[src/rtl/replay_retire_q.sv]
// rtl/replay_retire_q.sv - retire queue behind the replay pipeline: unrefusable input, FIFO plus output register, registered stall
// Back-pressure is sized so SKID in-flight beats still fit after stall_r asserts.
module replay_retire_q #(
  parameter int W     = 32,
  parameter int DEPTH = 8,
  parameter int SKID  = 4
) (
  input  logic                         clk,
  input  logic                         rst,
  input  logic [W-1:0]                 in,
  input  logic                         in_vld,
  output logic [W-1:0]                 out_r,
  output logic                         out_vld_r,
  input  logic                         out_accept,
  output logic                         stall_r,
  output logic [$clog2(DEPTH+2)-1:0]   occupancy_r,
  output logic                         overflow_r
);

  localparam int CW = $clog2(DEPTH+2);
  localparam int AW = $clog2(DEPTH);
  localparam logic [CW-1:0] FULL_OCC = CW'(DEPTH+1);
  localparam logic [CW-1:0] THRESH   = CW'(DEPTH+1-SKID);

  logic [W-1:0]  mem_q [DEPTH];
  logic [W-1:0]  out_q, out_d;
  logic          out_vld_q, out_vld_d;
  logic          stall_q, stall_d;
  logic          ovf_q, ovf_d;
  logic [CW-1:0] occ_q, occ_d;
  logic [AW:0]   wr_ptr_q, wr_ptr_d, rd_ptr_q, rd_ptr_d;

  logic pop, drop, push, bypass, fifo_wr, fifo_rd, fifo_empty;
  logic [AW:0] fifo_cnt;
  logic        wrap_ok;

  always_comb begin
    pop        = out_vld_q & out_accept;
    fifo_empty = (wr_ptr_q == rd_ptr_q);
    // A beat arriving at full capacity with no pop has nowhere to go.
    drop       = in_vld & (occ_q == FULL_OCC) & ~pop;
    push       = in_vld & ~drop;
    bypass     = push & fifo_empty & (~out_vld_q | pop);
    fifo_wr    = push & ~bypass;
    fifo_rd    = (pop | ~out_vld_q) & ~fifo_empty;

    out_d     = out_q;
    out_vld_d = out_vld_q;
    wr_ptr_d  = wr_ptr_q;
    rd_ptr_d  = rd_ptr_q;

    if (fifo_rd) begin
      out_d     = mem_q[rd_ptr_q[AW-1:0]];
      out_vld_d = 1'b1;
      rd_ptr_d  = rd_ptr_q + 1'b1;
    end else if (bypass) begin
      out_d     = in;
      out_vld_d = 1'b1;
    end else if (pop) begin
      out_vld_d = 1'b0;
    end

    if (fifo_wr) wr_ptr_d = wr_ptr_q + 1'b1;

    occ_d   = occ_q + CW'(push) - CW'(pop);
    stall_d = (occ_d >= THRESH);
    ovf_d   = ovf_q | drop;

    fifo_cnt = wr_ptr_q - rd_ptr_q;
    wrap_ok  = (wr_ptr_q[AW] == rd_ptr_q[AW]) ? (wr_ptr_q[AW-1:0] >= rd_ptr_q[AW-1:0])
                                              : (wr_ptr_q[AW-1:0] <= rd_ptr_q[AW-1:0]);
  end

  always_ff @(posedge clk) begin
    if (rst) begin
      out_vld_q <= 1'b0;
      stall_q   <= 1'b0;
      ovf_q     <= 1'b0;
      occ_q     <= '0;
      wr_ptr_q  <= '0;
      rd_ptr_q  <= '0;
    end else begin
      out_vld_q <= out_vld_d;
      stall_q   <= stall_d;
      ovf_q     <= ovf_d;
      occ_q     <= occ_d;
      wr_ptr_q  <= wr_ptr_d;
      rd_ptr_q  <= rd_ptr_d;
    end
  end

  // Payload storage carries no reset.
  always_ff @(posedge clk) begin
    out_q <= out_d;
    if (fifo_wr && !rst) mem_q[wr_ptr_q[AW-1:0]] <= in;
  end

  always_ff @(posedge clk) begin
    if (!rst) begin
      assert (occ_q <= FULL_OCC);
      assert (wrap_ok);
      assert (occ_q == CW'(fifo_cnt) + CW'(out_vld_q));
      if (drop) assert (wr_ptr_d == wr_ptr_q && rd_ptr_d == rd_ptr_q);
    end
  end

  assign out_r       = out_q;
  assign out_vld_r   = out_vld_q;
  assign stall_r     = stall_q;
  assign occupancy_r = occ_q;
  assign overflow_r  = ovf_q;

endmodule

[config.mk]
export PLATFORM = sky130hd
export DESIGN_NAME = replay_retire_q
export DESIGN_NICKNAME = d
export VERILOG_FILES = /design/src/rtl/replay_retire_q.sv
export SDC_FILE = /design/constraint.sdc
export NUM_CORES = 1
export LEC_CHECK = 0
export CAP_MARGIN = 25
export CORE_ASPECT_RATIO = 0.5
export CORE_MARGIN = 1
export CORE_UTILIZATION = 44
export CTS_CLUSTER_SIZE = 8
export DETAILED_ROUTE_END_ITERATION = 10
export HOLD_SLACK_MARGIN = 0.1
export PLACE_DENSITY_LB_ADDON = 0.2
export SETUP_SLACK_MARGIN = 0.5
export SYNTH_ARGS = -nofsm -noshare
export SYNTH_HDL_FRONTEND = slang
export SYNTH_SLANG_ARGS = --single-unit
export TNS_END_PERCENT = 100
[constraint.sdc]
create_clock -name clk -period 4.5 [get_ports clk]
set_input_delay 0.45 -clock clk [delete_from_list [all_inputs] [get_ports clk]]
set_output_delay 0.45 -clock clk [all_outputs]
set_load 0.01 [all_outputs]
==> results of run 1 <==
==> stage by stage <==
stage               setup TNS, ns  utilization (%)  hold WS, ns  cells
finish                          0             55.3        0.497   1042
global route                    0             55.3        0.556   1042
CTS                             0             55.2        0.498   1041
detailed placement              0             50.6        0.479    988
global placement                0             50.6        0.454    988
floorplan                  -17.95                -        0.470    575
==> power breakdown <==
part / leakage [nW] / internal [mW] / switching (mW)
clock network: 0.567 / 1.76 / 1.07
registers: 2.77 / 3.54 / 0.157
logic: 1.20 / 0.875 / 0.991
==> synth_stat cells, drive strengths merged <==
master  count
edfxtp    288
mux4       64
o21ai      38
mux2i      35
nand2      33
dfxtp      18
buf        15
clkbuf     14
nor2       10
nand2b      7
a21oi       6
ha          6
nor3        6
xor2        6
inv         5
nor2b       4
nor4        3
a211oi      2
a21o        2
and2        2
mux2        2
nand3       2
or3         2
fa          1
nand3b      1
o41ai       1
or2         1
xnor2       1
==> flip-flops by register name, summed over array words and instances, names as in the netlist, named ones only <==
register,cells
occupancy_r,4
rd_ptr_q,4
overflow_r,1
wr_ptr_q,4
mem_q,256
stall_r,1
out_r,32
out_vld_r,1
==> path summary, 6_finish.rpt <==
check / startpoint / endpoint / slack [ns] / cells past startpoint
setup / recovery: wr_ptr_q[1]$_SDFFE_PP0N_ / out_r[10]$_DFFE_PP_ / 1.87 / 5
hold / removal: overflow_r$_SDFF_PP0_ / overflow_r$_SDFF_PP0_ / 0.50 / 2
setup reg to reg: wr_ptr_q[1]$_SDFFE_PP0N_ / out_r[10]$_DFFE_PP_ / 1.87 / 5
hold reg to reg: overflow_r$_SDFF_PP0_ / overflow_r$_SDFF_PP0_ / 0.50 / 2
==> cells by family (layout without fill, tap and decap cells) <==
group / Yosys count / after routing / share of synthesized area (%)
adders and majority gates: 7 / 7 / 0.809
buffers and inverters: 34 / 157 / 1.35
DFF: 306 / 306 / 76.7
xor gates and xnor gates: 7 / 7 / 0.522
AOI/OAI and AO/OA: 49 / 49 / 2.36
muxes: 101 / 101 / 15.4
and+or+nand+nor: 71 / 71 / 2.84
==> cell type report <==
type / count / area [um2] / share of cell area, %
multi-input cells: 235 / 2630 / 18.5
repair buffers: 99 / 948 / 6.68
clock inverters: 1 / 8.76 / 0.0617
flip-flops and latches: 306 / 9010 / 63.5
well taps: 344 / 430 / 3.03
inverters: 5 / 18.8 / 0.132
clock buffers: 52 / 1150 / 8.11
==> metal layers <==
metal | GRT usage (%) | vias to the layer above | wire [um]
li1 | - | 2551 | -
met1 | 25.5 | 2997 | 10600
met2 | 27.4 | 128 | 10900
met3 | 3.85 | 32 | 1230
met4 | 3.96 | 0 | 306
met5 | 0 | - | 0
==> worst min-delay path, delay by kind of cell, from the launching register on <==
kind	cells	cell delay [ns]
flip-flops	1	0.33
AND/OR/NAND/NOR	1	0.08
AO/OA/AOI/OAI	1	0.05
==> impl_summary.txt, run 1 <==
----------------------------------------------------
[Finish]
  Antenna diode count ... 0
  Leading cell type in the layout, fill and taps excluded ... sky130_fd_sc_hd__edfxtp_1
  Final standard cell area without fillers ... 0.0142 mm2
  Fill cell count ... 1932
  Area grow syn2layout ... 20.9%
  Most used cells in the layout excluding fill and tap cells ... sky130_fd_sc_hd__edfxtp_1 (288), sky130_fd_sc_hd__clkdlybuf4s50_1 (74), sky130_fd_sc_hd__mux4_2 (64)
  Final-stage net count ... 734
  Fraction of final layout cells sized beyond drive strength 1 ... 21.8%

[Place]
  Setup slack at placement ... 1.53 ns
  Post-DP HPWL ... 12.9 mm
  Count of buffers inserted at the top-level ports ... 74
  Final estimated routing congestion in global placement ... 0.683
  Placed cell area ... 0.0130 mm2

[Floorplanning]
  Die width ... 233 um
  Y dimension of the die ... 118 um
  FP Rows ... 41
  Initial standard-cell utilization of the core ... 45.7%
  Total die area ... 0.0274 mm2
  I/O Pins ... 75
  Area of the core ... 0.0257 mm2

[Synthesis]
  Yosys top cell area share ... 73.6%
  Mapped Cells ... 575
  Largest cells by area after synthesis ... sky130_fd_sc_hd__edfxtp_1 (74%), sky130_fd_sc_hd__mux4_2 (12%), sky130_fd_sc_hd__dfxtp_1 (3.1%)
  Mapped Nets ... 618
  Leading area contributor after synthesis ... sky130_fd_sc_hd__edfxtp_1
  Avg Cell Area, Syn ... 20.4 um2
  Yosys warning total ... 0
  Register bit total from synthesis ... 306
  Post-synthesis instance area ... 0.0118 mm2
  Post-synthesis cell type count ... 33
  Share of the yosys chip area belonging to registers ... 76.7%

[Routing]
  Total via count in the routed design ... 5708
  Initial drt markers ... 449
  Number of remaining DRC errors ... 0
  Antenna-violating nets left ... 0
  Average detailed-routed wire length per instance ... 22.1 um
  Via/cell ratio ... 5.48
  Number of iterations in the first detailed-routing pass ... 4
  Wire length after detailed routing ... 23.1 mm

[Critical path]
  Worst Setup Path Type ... reg2reg
  Endpoint arrival time on the critical path ... 2.83 ns
  Delay of the slowest cell on the worst path ... 0.63 ns
  Crit-path leading delay family ... simple AND/OR/NAND/NOR gates
  Element type at the critical path end ... flip-flop
  List of cells traversed by the critical path ... xor2_1 > nor4_2 > and2_1 > nor2_4 > buf_4
  Number of buffer and inverter instances along the worst setup path ... 1
  Required time at the endpoint of the critical path ... 4.70 ns
  CP max FO ... 20
  Kind of start point of the critical path ... flip-flop
  Cell with the biggest individual delay on the critical path ... sky130_fd_sc_hd__nor2_4

[STA]
  Max Slew Vio Count ... 0
  Minimum period implied by the final worst setup slack ... 2.63 ns
  Final Worst Setup Slack ... 1.87 ns
  Worst slew pin tran ... 0.816 ns
  Fin Clk Skew ... 0.00917 ns
  Worst-case headroom to the max-slew limit ... 45.5%
  Hold violation total from the final report ... 0
  Final Setup Violations ... 0
  Ratio of final minimum period to clock period ... 58.5%
  RSZ-0062 raised after global routing ... false
  Highest Clock Rate ... 0.380 GHz

[Clocking]
  TritonCTS clock tree ... done
  Clock insertion delay at the later pin of the skew report ... 0.51 ns
  Root cell of the clock tree ... sky130_fd_sc_hd__clkbuf_16
  Depth of the CTS H-tree ... 2
  Post-cts resize count ... 0
  CTS Buf Count ... 44
  Clock-pin slew on the worst setup and hold paths ... 0.05 ns
  Number of buffers between clock root and the deepest sink ... 3
  # hold bufs at CTS ... 0
  Clock sink total ... 306
  Setup Buffers After CTS ... 0

[Global routing]
  Wire length of the first global-routing pass ... 36.0 mm
  GR Util All Layers ... 17.6%
  Number of global-route vias before repair ... 5980
  Number of antenna violations at the first check in global routing ... 0
  Maximum number of pins on one net before global-route repair ... 46
  Overall overflow remaining after global route ... 0

[Pwr]
  Peak supply drop ... 372 uV
  Total chip power ... 8.40 mW
  Leakage power summed over all cells ... 4.54 nW
  Power density over cell area ... 591 mW/mm2

[Hold path]
  Hold crit path type ... reg2reg

[Run status]
  Result of the run ... finished clean

[Job]
  Max_cap viols ... 0

----------------------------------------------------
(Power assumes the default switching activity.)
==> run 2: changes to the inputs <==
Clock period 4.5 ns to 2.2 ns, I/O delays scaled along.
==> run 2 against run 1 <==
  * Via count increased by 18%
  * Clock power increased by 110%
  * Global-route usage increased by 4.8 points
  * Maximum frequency increased by 29%
==> impl_summary.txt, run 2 (synthesized netlist as in run 1, its figures left out) <==
----------------------------------------------------
[Run status]
  Result of the run ... finished clean

[Floorplanning]
  I/O Pins ... 75
  Total die area ... 0.0274 mm2
  Area of the core ... 0.0257 mm2
  FP Rows ... 41
  Initial standard-cell utilization of the core ... 45.7%
  Die width ... 233 um
  Y dimension of the die ... 118 um

[Critical path]
  Delay of the slowest cell on the worst path ... 0.34 ns
  Cell with the biggest individual delay on the critical path ... sky130_fd_sc_hd__dfxtp_2
  CP max FO ... 6
  Crit-path leading delay family ... buffers and inverters
  Element type at the critical path end ... flip-flop
  Kind of start point of the critical path ... flip-flop
  List of cells traversed by the critical path ... inv_2 > ha_4 > nand3b_1 > o21ai_2 > a21o_4 > buf_12 > nor3_4 > buf_6 > clkbuf_16
  Endpoint arrival time on the critical path ... 2.27 ns
  Worst Setup Path Type ... reg2reg
  Required time at the endpoint of the critical path ... 2.43 ns
  Number of buffer and inverter instances along the worst setup path ... 4

[STA]
  Worst-case headroom to the max-slew limit ... 67.2%
  RSZ-0062 raised after global routing ... true
  Final Setup Violations ... 0
  Hold violation total from the final report ... 0
  Sum of negative setup slack ... 0 ns
  Fin Clk Skew ... 0.0152 ns
  Highest Clock Rate ... 0.489 GHz
  Max Slew Vio Count ... 0
  Minimum period implied by the final worst setup slack ... 2.04 ns
  Final hold slack ... 0.396 ns
  Worst slew pin tran ... 0.492 ns
  Ratio of final minimum period to clock period ... 92.9%

[Routing]
  Antenna-violating nets left ... 0
  Average detailed-routed wire length per instance ... 27.7 um
  Wire length after detailed routing ... 32.4 mm
  Initial drt markers ... 663
  Total via count in the routed design ... 6728
  Number of remaining DRC errors ... 0
  Number of iterations in the first detailed-routing pass ... 5
  Via/cell ratio ... 5.75

[Place]
  Placed cell area ... 0.0134 mm2
  Post-DP HPWL ... 13.6 mm
  Final estimated routing congestion in global placement ... 0.718
  Count of buffers inserted at the top-level ports ... 74
  Total placed cells including tap cells ... 998

[Finish]
  Final-stage net count ... 863
  Final standard cell count with taps included and fillers excluded ... 1171
  Utilization after layout ... 66.7%
  Max FFs per register ... 256
  Final standard cell area without fillers ... 0.0171 mm2
  Fraction of final layout cells sized beyond drive strength 1 ... 44.3%
  Antenna diode count ... 0
  Area grow syn2layout ... 45.9%
  Leading cell type in the layout, fill and taps excluded ... sky130_fd_sc_hd__edfxtp_1
  Most used cells in the layout excluding fill and tap cells ... sky130_fd_sc_hd__edfxtp_1 (288), sky130_fd_sc_hd__clkdlybuf4s50_1 (71), sky130_fd_sc_hd__mux4_2 (64)

[Global routing]
  Maximum number of pins on one net before global-route repair ... 33
  Number of antenna violations at the first check in global routing ... 0
  GR Util All Layers ... 22.5%
  Number of global-route vias before repair ... 6720
  Overall overflow remaining after global route ... 0
  Wire length of the first global-routing pass ... 44.1 mm

[Clocking]
  Clock sink total ... 306
  Number of buffers between clock root and the deepest sink ... 3
  Clock insertion delay at the later pin of the skew report ... 0.52 ns
  CTS Buf Count ... 44
  Root cell of the clock tree ... sky130_fd_sc_hd__clkbuf_16
  Depth of the CTS H-tree ... 2
  TritonCTS clock tree ... done
  Clock-pin slew on the worst setup and hold paths ... 0.05 ns

[Pwr]
  Leakage power summed over all cells ... 5.86 nW
  Peak supply drop ... 610 uV
  Power density over cell area ... 1310 mW/mm2

[Hold path]
  Hold crit path type ... in2reg

[Job]
  Max_cap viols ... 0

----------------------------------------------------
run 2: cell count changes in the layout (fill, tap and decap cells not counted), moves of 8 or more:
cell,before,now
sky130_fd_sc_hd__buf_12,0,30
sky130_fd_sc_hd__nand2_1,33,19
sky130_fd_sc_hd__clkbuf_16,45,59
sky130_fd_sc_hd__dfxtp_1,15,5
sky130_fd_sc_hd__buf_6,0,43
sky130_fd_sc_hd__o21ai_0,27,0
sky130_fd_sc_hd__buf_8,0,13
sky130_fd_sc_hd__buf_16,1,26
sky130_fd_sc_hd__mux2i_2,0,8
sky130_fd_sc_hd__mux2i_1,35,25
sky130_fd_sc_hd__nand2_4,0,8
sky130_fd_sc_hd__o21ai_2,0,31
run 2: tightest hold or removal path, stage by stage:
cell and delay, ns:
sky130_fd_sc_hd__clkdlybuf4s50_1 0.44, sky130_fd_sc_hd__a21oi_1 0.16, sky130_fd_sc_hd__nor2_1 0.05
run 2: cell type report:
type / count / area, um2
Inverter: 5 / 18.8
Clock inverter: 1 / 8.76
Sequential cell: 306 / 9040
Clock buffer: 52 / 1150
Fill cell: 1561 / 8560
Multi-Input combinational cell: 235 / 3130
Tap cell: 344 / 430
Timing Repair Buffer: 228 / 3350
run 2: report_power, final:
part           internal [mW]  switching, mW  leakage (nW)
registers               7.25          0.248          2.78
logic                   4.96           4.04          2.52
clock network           3.61           2.28         0.567
run 2: layer usage:
layer	share of wire (%)	vias to the layer above	global-route usage [%]
li1	-	2828	-
met1	43	3532	32.6
met2	47	327	34.2
met3	8.7	41	5.69
met4	1.5	0	5.31
met5	0	-	0
run 2: final timing paths:
kind | end | cells after the start | slack [ns] | from
worst max-delay path | mem_q[1][7]$_DFFE_PP_ | 9 | 0.16 | occupancy_r[2]$_SDFF_PP0_
worst min-delay path | overflow_r$_SDFF_PP0_ | 3 | 0.40 | in_vld
worst max register to register | mem_q[1][7]$_DFFE_PP_ | 9 | 0.16 | occupancy_r[2]$_SDFF_PP0_
worst min register to register | overflow_r$_SDFF_PP0_ | 2 | 0.49 | overflow_r$_SDFF_PP0_
run 2: through the flow:
stage / power, mW / setup WS, ns
after floorplan: 10.2 / -0.426
after global placement: 11.9 / 0.0145
after detailed placement: 12.0 / -0.00522
after CTS: 21.0 / 0.253
after global routing: 23.1 / 0.101
final: 22.4 / 0.155
run 2: timing repair:
action | CTS | global route
setup buffers | 59 | 13
endpoints found under the setup margin | 331 | 339
hold buffers | 0 | 0
cloned | 32 | 16
resized for setup | 144 | 92
pin swaps | 23 | 27
==> run 3: changes to the inputs <==
Settings changed: GPL_TIMING_DRIVEN from default to 0.
==> run 3 against run 2 <==
  * Critical endpoint is now mem_q[0][19]$_DFFE_PP_
  * Sequential share of layout area grew 0.22 points
  * Sequential power is essentially flat
  * Critical path type unchanged
  * Non-clock buffer count shrank 5
  * Clock skew grew 0.0063 ns
  * Count of clock-buffer cells in the layout is the same
  * Clock power grew 0.8%
==> impl_summary.txt, run 3 (synthesized netlist as in run 1, its figures left out) <==
----------------------------------------------------
[Critical path]
  Crit path from ... rd_ptr_q[3]$_SDFFE_PP0P_
  CP max FO ... 8
  Kind of start point of the critical path ... flip-flop
  Element type at the critical path end ... flip-flop
  Endpoint arrival time on the critical path ... 2.28 ns
  Worst Setup Path Type ... reg2reg
  Worst R2R Start ... rd_ptr_q[3]$_SDFFE_PP0P_
  Required time at the endpoint of the critical path ... 2.43 ns

[STA]
  Hold violation total from the final report ... 0
  Minimum period implied by the final worst setup slack ... 2.04 ns
  Ratio of final minimum period to clock period ... 92.9%
  Final Setup Violations ... 0
  Highest Clock Rate ... 0.490 GHz
  Final hold slack ... 0.405 ns
  Worst slew pin tran ... 0.620 ns
  Max Slew Vio Count ... 0
  Worst-case headroom to the max-slew limit ... 58.6%
  RSZ-0062 raised after global routing ... true
  Fin Clk Skew ... 0.0215 ns

[Floorplanning]
  FP Rows ... 41
  Y dimension of the die ... 118 um
  Area of the core ... 0.0257 mm2
  Die width ... 233 um
  Initial standard-cell utilization of the core ... 45.7%
  Total die area ... 0.0274 mm2
  I/O Pins ... 75

[Global routing]
  Number of antenna violations at the first check in global routing ... 1
  Maximum number of pins on one net before global-route repair ... 15
  Wire length of the first global-routing pass ... 42.4 mm
  Overall overflow remaining after global route ... 0
  Number of global-route vias before repair ... 6794
  GR Util All Layers ... 21.4%

[Routing]
  Number of iterations in the first detailed-routing pass ... 5
  Average detailed-routed wire length per instance ... 26.5 um
  Antenna-violating nets left ... 0
  Total via count in the routed design ... 6572
  Via/cell ratio ... 5.62
  Number of remaining DRC errors ... 0
  Wire length after detailed routing ... 30.9 mm
  Initial drt markers ... 614

[Pwr]
  Leakage power summed over all cells ... 5.78 nW
  Power density over cell area ... 1310 mW/mm2
  Total chip power ... 22.2 mW
  Peak supply drop ... 724 uV

[Finish]
  Area grow syn2layout ... 44.9%
  Fraction of final layout cells sized beyond drive strength 1 ... 43.7%
  FF+latch area ... 0.00902 mm2
  Leading cell type in the layout, fill and taps excluded ... sky130_fd_sc_hd__edfxtp_1
  Fill cell count ... 1562
  Final-stage net count ... 858
  Most used cells in the layout excluding fill and tap cells ... sky130_fd_sc_hd__edfxtp_1 (288), sky130_fd_sc_hd__clkdlybuf4s50_1 (72), sky130_fd_sc_hd__mux4_2 (64)
  Multi-input combinational cell area ... 0.00318 mm2
  Max FFs per register ... 256

[Clocking]
  TritonCTS clock tree ... done
  CTS Buf Count ... 44
  Depth of the CTS H-tree ... 2
  Number of buffers between clock root and the deepest sink ... 3
  Root cell of the clock tree ... sky130_fd_sc_hd__clkbuf_16
  Clock insertion delay at the later pin of the skew report ... 0.53 ns
  Clock sink total ... 306
  Clock-pin slew on the worst setup and hold paths ... 0.05 ns

[Place]
  Count of buffers inserted at the top-level ports ... 74
  Final estimated routing congestion in global placement ... 0.685
  Post-DP HPWL ... 14.9 mm

[Hold path]
  Startpoint of the tightest hold check path ... rst
  Hold crit path type ... in2reg

[Job]
  Max_cap viols ... 0

[Run status]
  Result of the run ... finished clean

----------------------------------------------------
[run 3: cell count changes in the layout (fill, tap and decap cells not counted), moves of 5 or more]
cell                       delta
sky130_fd_sc_hd__nand2_4      +5
sky130_fd_sc_hd__nand2_1     -10
sky130_fd_sc_hd__buf_16       -6
sky130_fd_sc_hd__o21ai_2      -9
sky130_fd_sc_hd__o21ai_4      +9
sky130_fd_sc_hd__nand2_2      +5
sky130_fd_sc_hd__buf_12       +5
sky130_fd_sc_hd__buf_6       -15
sky130_fd_sc_hd__clkbuf_8     +6
sky130_fd_sc_hd__dfxtp_4      -7
[run 3: stage by stage]
step	setup slack, ns	instances	instance area, um2	util (%)	setup TNS, ns
3_3_place_gp	-1.78	993	13200	51.2	-343.53
5_1_grt	0.0741	1168	17000	66.2	0
4_1_cts	0.193	1141	16400	63.8	0
2_1_floorplan	-0.426	575	12000	-	-36.85
6_report	0.157	1169	17000	66.2	0
3_5_place_dp	-0.614	1012	13500	52.7	-93.42
[run 3: critical path, cell delays in order, from the launching register on]
cell                        delay (ns)
sky130_fd_sc_hd__dfxtp_1          0.43
sky130_fd_sc_hd__xor2_2           0.23
sky130_fd_sc_hd__nor4_4           0.08
sky130_fd_sc_hd__a21o_4           0.29
sky130_fd_sc_hd__nor4_4           0.35
sky130_fd_sc_hd__buf_8            0.20
sky130_fd_sc_hd__clkbuf_16        0.16
[run 3: layer usage]
metal | GRT usage [%] | wire, um | vias up
li1 | - | - | 2815
met2 | 33.2 | 15000 | 271
met5 | 0 | 0 | -
met1 | 30.8 | 12900 | 3445
met4 | 5.76 | 619 | 0
met3 | 4.38 | 2460 | 41
[run 3: area by class of cell]
| cell class | count | area share [%] |
|---|---|---|
| tap | 344 | 2.53 |
| inverter | 5 | 0.110 |
| multi-input combinational | 235 | 18.7 |
| sequential | 306 | 53.0 |
| clock buffer | 52 | 6.77 |
| clock inverter | 3 | 0.154 |
| buffer | 29 | 2.58 |
| antenna | 1 | 0.0147 |
| timing repair buffer | 194 | 16.2 |
[run 3: path summary, 6_finish.rpt]
path | end | slack [ns] | cells past startpoint
max reg2reg | mem_q[0][19]$_DFFE_PP_ | 0.16 | 6
min | wr_ptr_q[3]$_SDFFE_PP0N_ | 0.41 | 3
max | mem_q[0][19]$_DFFE_PP_ | 0.16 | 6
min reg2reg | overflow_r$_SDFF_PP0_ | 0.49 | 2
[run 3: power by group]
group	internal, mW	switching (mW)
combinational	4.73	4.07
clock	3.63	2.31
sequential	7.25	0.236
total	15.6	6.62
[run 3: what timing repair did]
item                                    4_1_cts  5_1_grt
pin swaps                                    35       14
buffers inserted                             59       19
cloned                                       15        8
endpoints found under the setup margin      332      334
hold endpoints to repair                      0        0
hold buffers                                  0        0
gates resized for setup                     196       74
